**src/rtl/run_pattern_gen_if.sv**
```systemverilog
// ---------------------------------------------------------------------------
// run_pattern_gen_if
//   Command channel of the serial run-length pattern generator: one
//   (bit value, run length) command per valid/ready handshake.
//
//   cmd_valid  source -> generator  command present
//   cmd_ready  generator -> source  generator can take a command this cycle
//   cmd_bit    source -> generator  bit value of the run
//   cmd_len    source -> generator  run length in clocks, 0 = null command
//
//   Modports: master = command source, slave = generator.
// ---------------------------------------------------------------------------
interface run_pattern_gen_if #(
  parameter int LEN_W = 4
);
  logic             cmd_valid;
  logic             cmd_ready;
  logic             cmd_bit;
  logic [LEN_W-1:0] cmd_len;

  modport master (
    output cmd_valid,
    output cmd_bit,
    output cmd_len,
    input  cmd_ready
  );

  modport slave (
    input  cmd_valid,
    input  cmd_bit,
    input  cmd_len,
    output cmd_ready
  );
endinterface

```
**src/rtl/run_pattern_gen.sv**
```systemverilog
// ---------------------------------------------------------------------------
// run_pattern_gen
//   Serial run-length pattern generator. Commands (bit, len) arrive over the
//   cmd interface and are played out one bit per clock on out. A one-entry
//   pending register lets the next run be queued while the current one plays,
//   so runs of length >= 2 follow each other without gaps.
//
//   Parameters
//     LEN_W     width of cmd_len, longest run is 2**LEN_W-1 clocks
//     IDLE_BIT  level on out while no run is active
//
//   Ports
//     CLK        in   clock, rising edge
//     nRESET     in   asynchronous active-low reset
//     cmd        slave modport of run_pattern_gen_if (valid/ready/bit/len)
//     out        out  serial data bit
//     out_valid  out  out carries a run bit this cycle
//     run_done   out  high during the last bit of each run
//     busy       out  run active or command pending
// ---------------------------------------------------------------------------
module run_pattern_gen #(
  parameter int   LEN_W    = 4,
  parameter logic IDLE_BIT = 1'b0
) (
  input  logic               CLK,
  input  logic               nRESET,
  run_pattern_gen_if.slave   cmd,
  output logic               out,
  output logic               out_valid,
  output logic               run_done,
  output logic               busy
);

  typedef enum logic {
    IDLE = 1'b0,
    SEND = 1'b1
  } state_t;

  state_t           state;
  logic             cur_bit;
  logic [LEN_W-1:0] cnt;

  logic             pend_valid;
  logic             pend_bit;
  logic [LEN_W-1:0] pend_len;

  logic             accept;
  logic             last_bit;
  logic             load_slot;

  // Ready comes from the pending flag alone, so a source may legally wait for
  // ready before raising valid without creating a combinational loop.
  assign cmd.cmd_ready = !pend_valid;
  assign accept        = cmd.cmd_valid && !pend_valid;

  assign last_bit  = (state == SEND) && (cnt == LEN_W'(1));
  // The pending command may move into the shift counter when nothing is
  // playing, or during the final bit of the current run (gapless hand-off).
  assign load_slot = pend_valid && ((state == IDLE) || last_bit);

  // NOTE: sequential state uses non-blocking assignments so every register
  // samples the pre-edge values, regardless of statement order in the block.
  always_ff @(posedge CLK or negedge nRESET) begin
    if (!nRESET) begin
      state      <= IDLE;
      cur_bit    <= IDLE_BIT;
      cnt        <= '0;
      pend_valid <= 1'b0;
      pend_bit   <= 1'b0;
      pend_len   <= '0;
    end else begin
      // Run counter / FSM. A zero-length pending command is discarded
      // without loading, so it falls through to the normal countdown.
      if (load_slot && (pend_len != '0)) begin
        cur_bit <= pend_bit;
        cnt     <= pend_len;
        state   <= SEND;
      end else if (state == SEND) begin
        if (last_bit) begin
          state <= IDLE;
          cnt   <= '0;
        end else begin
          cnt <= cnt - LEN_W'(1);
        end
      end

      // Pending register. Accept needs pend_valid=0 and a load needs
      // pend_valid=1, so the two never coincide on one edge.
      if (accept) begin
        pend_valid <= 1'b1;
        pend_bit   <= cmd.cmd_bit;
        pend_len   <= cmd.cmd_len;
      end else if (load_slot) begin
        pend_valid <= 1'b0;
      end
    end
  end

  assign out       = (state == SEND) ? cur_bit : IDLE_BIT;
  assign out_valid = (state == SEND);
  assign run_done  = last_bit;
  assign busy      = (state == SEND) || pend_valid;

endmodule
```
**src/flat_wrapper.sv**
```systemverilog
// flat-port wrapper written by rule: the top's interface ports become plain ports
module run_pattern_gen_flat 
#(
  parameter int   LEN_W    = 4,
  parameter logic IDLE_BIT = 1'b0
)
  (CLK, nRESET, out, out_valid, run_done, busy, cmd_cmd_valid, cmd_cmd_bit, cmd_cmd_len, cmd_cmd_ready);
  run_pattern_gen_if #(.LEN_W(LEN_W)) cmd_i ();
  input  logic CLK;
  input  logic nRESET;
  output logic out;
  output logic out_valid;
  output logic run_done;
  output logic busy;
  input wire logic [$bits(cmd_i.cmd_valid)-1:0] cmd_cmd_valid;
  input wire logic [$bits(cmd_i.cmd_bit)-1:0] cmd_cmd_bit;
  input wire logic [$bits(cmd_i.cmd_len)-1:0] cmd_cmd_len;
  output wire logic [$bits(cmd_i.cmd_ready)-1:0] cmd_cmd_ready;
  assign cmd_i.cmd_valid = cmd_cmd_valid;
  assign cmd_i.cmd_bit = cmd_cmd_bit;
  assign cmd_i.cmd_len = cmd_cmd_len;
  assign cmd_cmd_ready = cmd_i.cmd_ready;
  run_pattern_gen #(.LEN_W(LEN_W), .IDLE_BIT(IDLE_BIT)) u_core (.CLK(CLK), .nRESET(nRESET), .cmd(cmd_i), .out(out), .out_valid(out_valid), .run_done(run_done), .busy(busy));
endmodule
```
**config.mk**
```make
export PLATFORM = sky130hd
export DESIGN_NAME = run_pattern_gen_flat
export DESIGN_NICKNAME = d
export VERILOG_FILES = /design/src/rtl/run_pattern_gen_if.sv /design/src/rtl/run_pattern_gen.sv /design/src/flat_wrapper.sv
export SDC_FILE = /design/constraint.sdc
export NUM_CORES = 1
export LEC_CHECK = 0
export CELL_PAD_IN_SITES_DETAIL_PLACEMENT = 0
export CELL_PAD_IN_SITES_GLOBAL_PLACEMENT = 1
export CORE_UTILIZATION = 38
export DETAILED_ROUTE_END_ITERATION = 16
export PLACE_DENSITY_LB_ADDON = 0.1
export SLEW_MARGIN = 20
export SYNTH_ARGS = -nofsm -noshare
export SYNTH_HDL_FRONTEND = slang
export SYNTH_SLANG_ARGS = --single-unit
```
**constraint.sdc**
```tcl
create_clock -name CLK -period 1.97 [get_ports CLK]
set_input_delay 0.394 -clock CLK [delete_from_list [all_inputs] [get_ports CLK]]
set_output_delay 0.394 -clock CLK [all_outputs]
set_load 0.05 [all_outputs]
```
Yosys cells after proc, flatten, opt, wreduce, memory -nomap -nowiden --
Cells that the tools add are included.
Cells by class: reductions and logical operators 10, bitwise logic cells 1, muxes and demuxes 9, add/subtract/negate cells 1, eq/ne operators 1
Operator list (number):
- $mux 4 | 3
- $mux 1 | 6
- $eq 4x1->1 const B | 1
- $logic_and 1x1->1 | 4
- $reduce_bool 2->1 | 2
- $reduce_bool 4->1 | 1
- $sub 4x1->4 const B | 1
- $logic_or 1x1->1 | 2
- $logic_not 1->1 | 1
- $not 1->1 | 1
Word-level totals: input bits 8, output and inout bits 5, logic and storage cells 28, bits in registers 12

Longest topological paths before layout --
word-level depth 6, mapped depth 5, gate-level depth less buffers 5

Least setup slack after synthesis --
OpenSTA, ideal clock, no wires.
path kind register to output, from register u_core.state (netlist: u_core.out_valid), to output port out, arrival time 1.423 ns, slack 0.153 ns, cell stages (with the launch flop) 3, path buffers 1, data required time 1.576 ns, path through dfrtp_1 -> clkbuf_1 -> and2_1
On the way: word-level cells in the longest chain between the ends 1
RTL lines:
- start, declared | RTL line run_pattern_gen.sv:39 | state_t state;
- start signal, assigned | RTL line run_pattern_gen.sv:65 | state <= IDLE;
- start signal, assigned | RTL line run_pattern_gen.sv:77 | state <= SEND;
- start signal, assigned | RTL line run_pattern_gen.sv:80 | state <= IDLE;
- $mux 1 | RTL line run_pattern_gen.sv:99 | assign out = (state == SEND) ? cur_bit : IDLE_BIT;
- end, declared | RTL line flat_wrapper.sv:11 | output logic out;
No other way between the ends.

Final worst setup path --
from register u_core.cnt[1], to output port run_done
On the way: word-level cells in the longest chain between the ends 2
RTL lines:
- start, declared | RTL line run_pattern_gen.sv:41 | logic [LEN_W-1:0] cnt;
- start signal, assigned | RTL line run_pattern_gen.sv:76 | cnt <= pend_len;
- start signal, assigned | RTL line run_pattern_gen.sv:83 | cnt <= cnt - LEN_W'(1);
- $eq 4x1->1 | RTL line run_pattern_gen.sv:56 | assign last_bit = (state == SEND) && (cnt == LEN_W'(1));
- $logic_and 1x1->1 | RTL line run_pattern_gen.sv:56
- end, declared | RTL line flat_wrapper.sv:13 | output logic run_done;
No other way between the ends.

==> reports/results.txt <==
Counting every net in the synthesized netlist gives 69. The detailed router placed 490 vias in this run. The slowest stage of the critical path belongs to the cell sky130_fd_sc_hd__dfrtp_1. Data on the critical path arrives at its endpoint at 1.48 ns. After layout, the worst path uses 94.9% of the clock period. The average instance in the mapped netlist occupies 11.3 um^2. The total buffers and inverters traversed by the critical path was 2; the global-route total usage across every layer was 15.0%.

Buffers inserted to repair hold after CTS numbered 0. The run gives 0 as the remaining antenna violation count. The run finished with clean final reports. The die covers 0.00192 mm^2. The count of boundary I/O pins was 13; the number of design rule violations left after detail routing was 0. For the total negative slack, the log shows 0 ns. The number of nets in the finished design is 86. The depth of the worst register-to-register path was 5. TritonCTS built the clock tree. The total overflow left after global routing is 0. Max-cap violations in this run came to 0.

The initial utilization of the core area, before any placement, comes to 42.2%. The number of H-tree levels was 1; the xor-xnor portion of the synthesized cell area was 0%. The core region is 0.00158 mm^2. The first global-routing pass estimated 2040 um of wire.

After detailed placement, the design holds a cell count of 87. The portion of synthesized area spent on multiplexers is 15.2%. The critical path depth in cells was 5; the half-perimeter wire length after placement was 887 um. The tools report the worst ir drop on vdd as 839 uV. Initial antenna violation count: 0. In the final layout, the share of cells above drive strength 1 is 36.0%. The setup-violating endpoint count in the final report came out at 0. The critical path goes through inv_1 > ha_2 > nor3b_4 > and2_4 > buf_12. The width of the chip was 43.9 um; the headroom to the max-slew limit was 62.6%. Measured on the finished design, the core utilization comes to 55.9%. Dividing the detail-routed wire length by the instance count gives 13.0 um.

The number of slew-limit violations in the final report is 0, and the clock sink count is 12. Derived from the worst setup path, the maximum achievable clock frequency is 535 MHz. The fraction of the mapped netlist area in adder cells is 3.76%, and the total setup buffers inserted after CTS is 0. The logs give 13 for the largest net degree at the start of global routing and 1.56 mW for the total power of the final layout.

For this design the ratio of total power to cell area is 1780 mW/mm^2. The insertion delay to the later sink of the worst-skew pair was 0.27 ns; the complex-gate fraction of the synthesized area was 15.2%. The floorplan row count is 14, and the sequential share of the synthesized area is 45.1%. Setup repair after global routing left no endpoint under its margin. The final critical delay including setup and external delays was 1.87 ns. The most frequent standard cell in the layout excluding fill and tap cells was sky130_fd_sc_hd__dfrtp_1. Final hold violation count: 0. The tree is rooted in a sky130_fd_sc_hd__clkbuf_4.

The number of antenna diodes in the final layout is 0. After clock tree synthesis, the clock-pin slew on the worst setup and hold paths is 0.07 ns. Clock tree synthesis inserted a total of 3 buffers. The layout has 147 filler cells. The worst setup path is of the register to output pin kind. From synthesis to final layout, the design area changed by 32.3%. The library cells used most frequently in the layout, excluding fill and tap cells, are sky130_fd_sc_hd__dfrtp_1, sky130_fd_sc_hd__mux2_2, sky130_fd_sc_hd__clkdlybuf4s50_1.

The stage delay of the slowest cell on the critical path came out at 0.40 ns. Share of synthesized cell area in and, or, nand and nor gates: 17.1%. Yosys mapped the design onto 29 distinct sky130hd cell types.

The count of buffers added on input and output ports is 12. The run gives 0.772 as the routability congestion estimate. The analysis attributes to cell leakage a power of 0.376 nW. After the first detailed-routing iteration, the DRC count stood at 2.

The cell count after synthesis came out at 59. Cell type group with the largest total delay on the critical path: flip-flops. The height of the die was 43.9 um; the final worst clock skew was 0.000601 ns. The data required time of the critical path came out at 1.58 ns. The dominant combinational cell family by area after synthesis was simple AND/OR/NAND/NOR gates. The kind of end point of the critical path is an output pin. The routed design has 1190 um of wire. The clock passes through at most 2 buffers. The tools report the number of warning messages in the yosys log as 0. Dividing the detail-routed via count by the number of cells gives 5.38. For this run, the number of standard cells in the final layout without fillers is 91. The slew of the pin with the lowest slew margin is 0.559 ns.

The class of the tightest hold or removal check was primary input to async pin. The worst setup path is launched from a register. The number of detailed-route iterations in the first pass is 2, and the via count of the first global-routing pass is 455. The combined area of all synthesized cells was 666 um^2; the maximum net fanout on the critical path was 4.

The register bit total from synthesis was 12.
per-layer routing:
layer	share of wire (%)	vias up	GRT usage (%)
met5	0	-	0
met3	3.6	2	5.00
met4	0.76	0	7.27
li1	-	247	-
met2	44	8	20.3
met1	52	233	21.3
synthesized netlist by cell type (all sizes together):
cell type | count | area share (%)
nor4b | 1 | 1.3
nor3 | 2 | 1.5
dfrtp | 12 | 45
o211ai | 1 | 1.1
buf | 1 | 0.75
o221ai | 1 | 1.3
ha | 2 | 3.8
o31a | 1 | 1.5
o21bai | 1 | 1.1
a22oi | 1 | 1.1
a221oi | 1 | 1.3
a21oi | 1 | 1.3
nand3b | 1 | 1.1
o41ai | 1 | 4.1
mux2 | 9 | 15
nor2 | 2 | 1.1
clkbuf | 2 | 1.1
nand2 | 5 | 2.8
nor3b | 1 | 1.1
o2111ai | 1 | 1.3
and2 | 2 | 1.9
inv | 3 | 1.7
a31oi | 1 | 0.94
nor2b | 2 | 1.9
or3b | 1 | 1.7
or3 | 1 | 0.94
or2 | 1 | 0.94
nand3 | 1 | 0.75
metrics by stage:
stage / setup slack [ns] / hold slack, ns / instance area [um^2]
final: 0.0998 / 0.479 / 881
after global routing: 0.0128 / 0.496 / 881
after CTS: 0.0526 / 0.486 / 870
after detailed placement: 0.269 / 0.468 / 828
after global placement: 0.288 / 0.464 / 828
after floorplan: 0.153 / 0.0984 / 666
worst paths after layout:
path,startpoint,end,slack [ns]
max in group asynchronous,nRESET,u_core.pend_bit$_DFFE_PN0P_,1.12
worst max-delay path,u_core.cnt[1]$_DFFE_PN0P_,run_done,0.1
worst min register to register,u_core.cur_bit$_DFFE_PN0P_,u_core.cur_bit$_DFFE_PN0P_,0.48
min in group CLK,u_core.cur_bit$_DFFE_PN0P_,u_core.cur_bit$_DFFE_PN0P_,0.48
worst min-delay path,nRESET,u_core.cnt[0]$_DFFE_PN0P_,0.48
worst max register to register,u_core.cnt[1]$_DFFE_PN0P_,u_core.cnt[3]$_DFFE_PN0P_,0.25
logic make-up (layout without fill, tap and decap cells):
logic type      count (synthesis)  count (layout)
fa+ha+maj                       2               2
compound gates                 10              10
mux                             9               9
simple gates                   20              20
buf+inv                         6              22
flops                          12              12
final cells by class:
| type | instances | area [um^2] | share of cell area [%] |
|---|---|---|---|
| inverters | 3 | 11.3 | 1.28 |
| clock buffers | 4 | 36.3 | 4.12 |
| multi-input cells | 41 | 358 | 40.6 |
| well taps | 16 | 20.0 | 2.27 |
| flip-flops and latches | 12 | 300 | 34.1 |
| repair buffers | 15 | 155 | 17.6 |
registers in the layout, indices dropped and copies added (netlist names):
register / count
u_core.cnt: 4
u_core.pend_len: 4
u_core.cur_bit: 1
u_core.out_valid: 1
u_core.pend_bit: 1
u_core.pend_valid: 1
timing repair:
item,4_1_cts,5_1_grt
gates resized for setup,1,3
setup endpoints to repair,1,1
endpoints found under the hold margin,0,0
worst register-to-register path, stage by stage (launching register included):
cell and delay (ns):
sky130_fd_sc_hd__dfrtp_1 0.40, sky130_fd_sc_hd__inv_1 0.09, sky130_fd_sc_hd__ha_2 0.20, sky130_fd_sc_hd__or3b_4 0.40, sky130_fd_sc_hd__a21oi_2 0.18, sky130_fd_sc_hd__mux2_1 0.33
where the power goes:
group	switching (mW)	leakage [nW]	internal, mW
sequential	0.195	0.138	0.373
clock	0.0794	0.0210	0.112
combinational	0.382	0.217	0.422
Power figures use the tool's default switching activity.
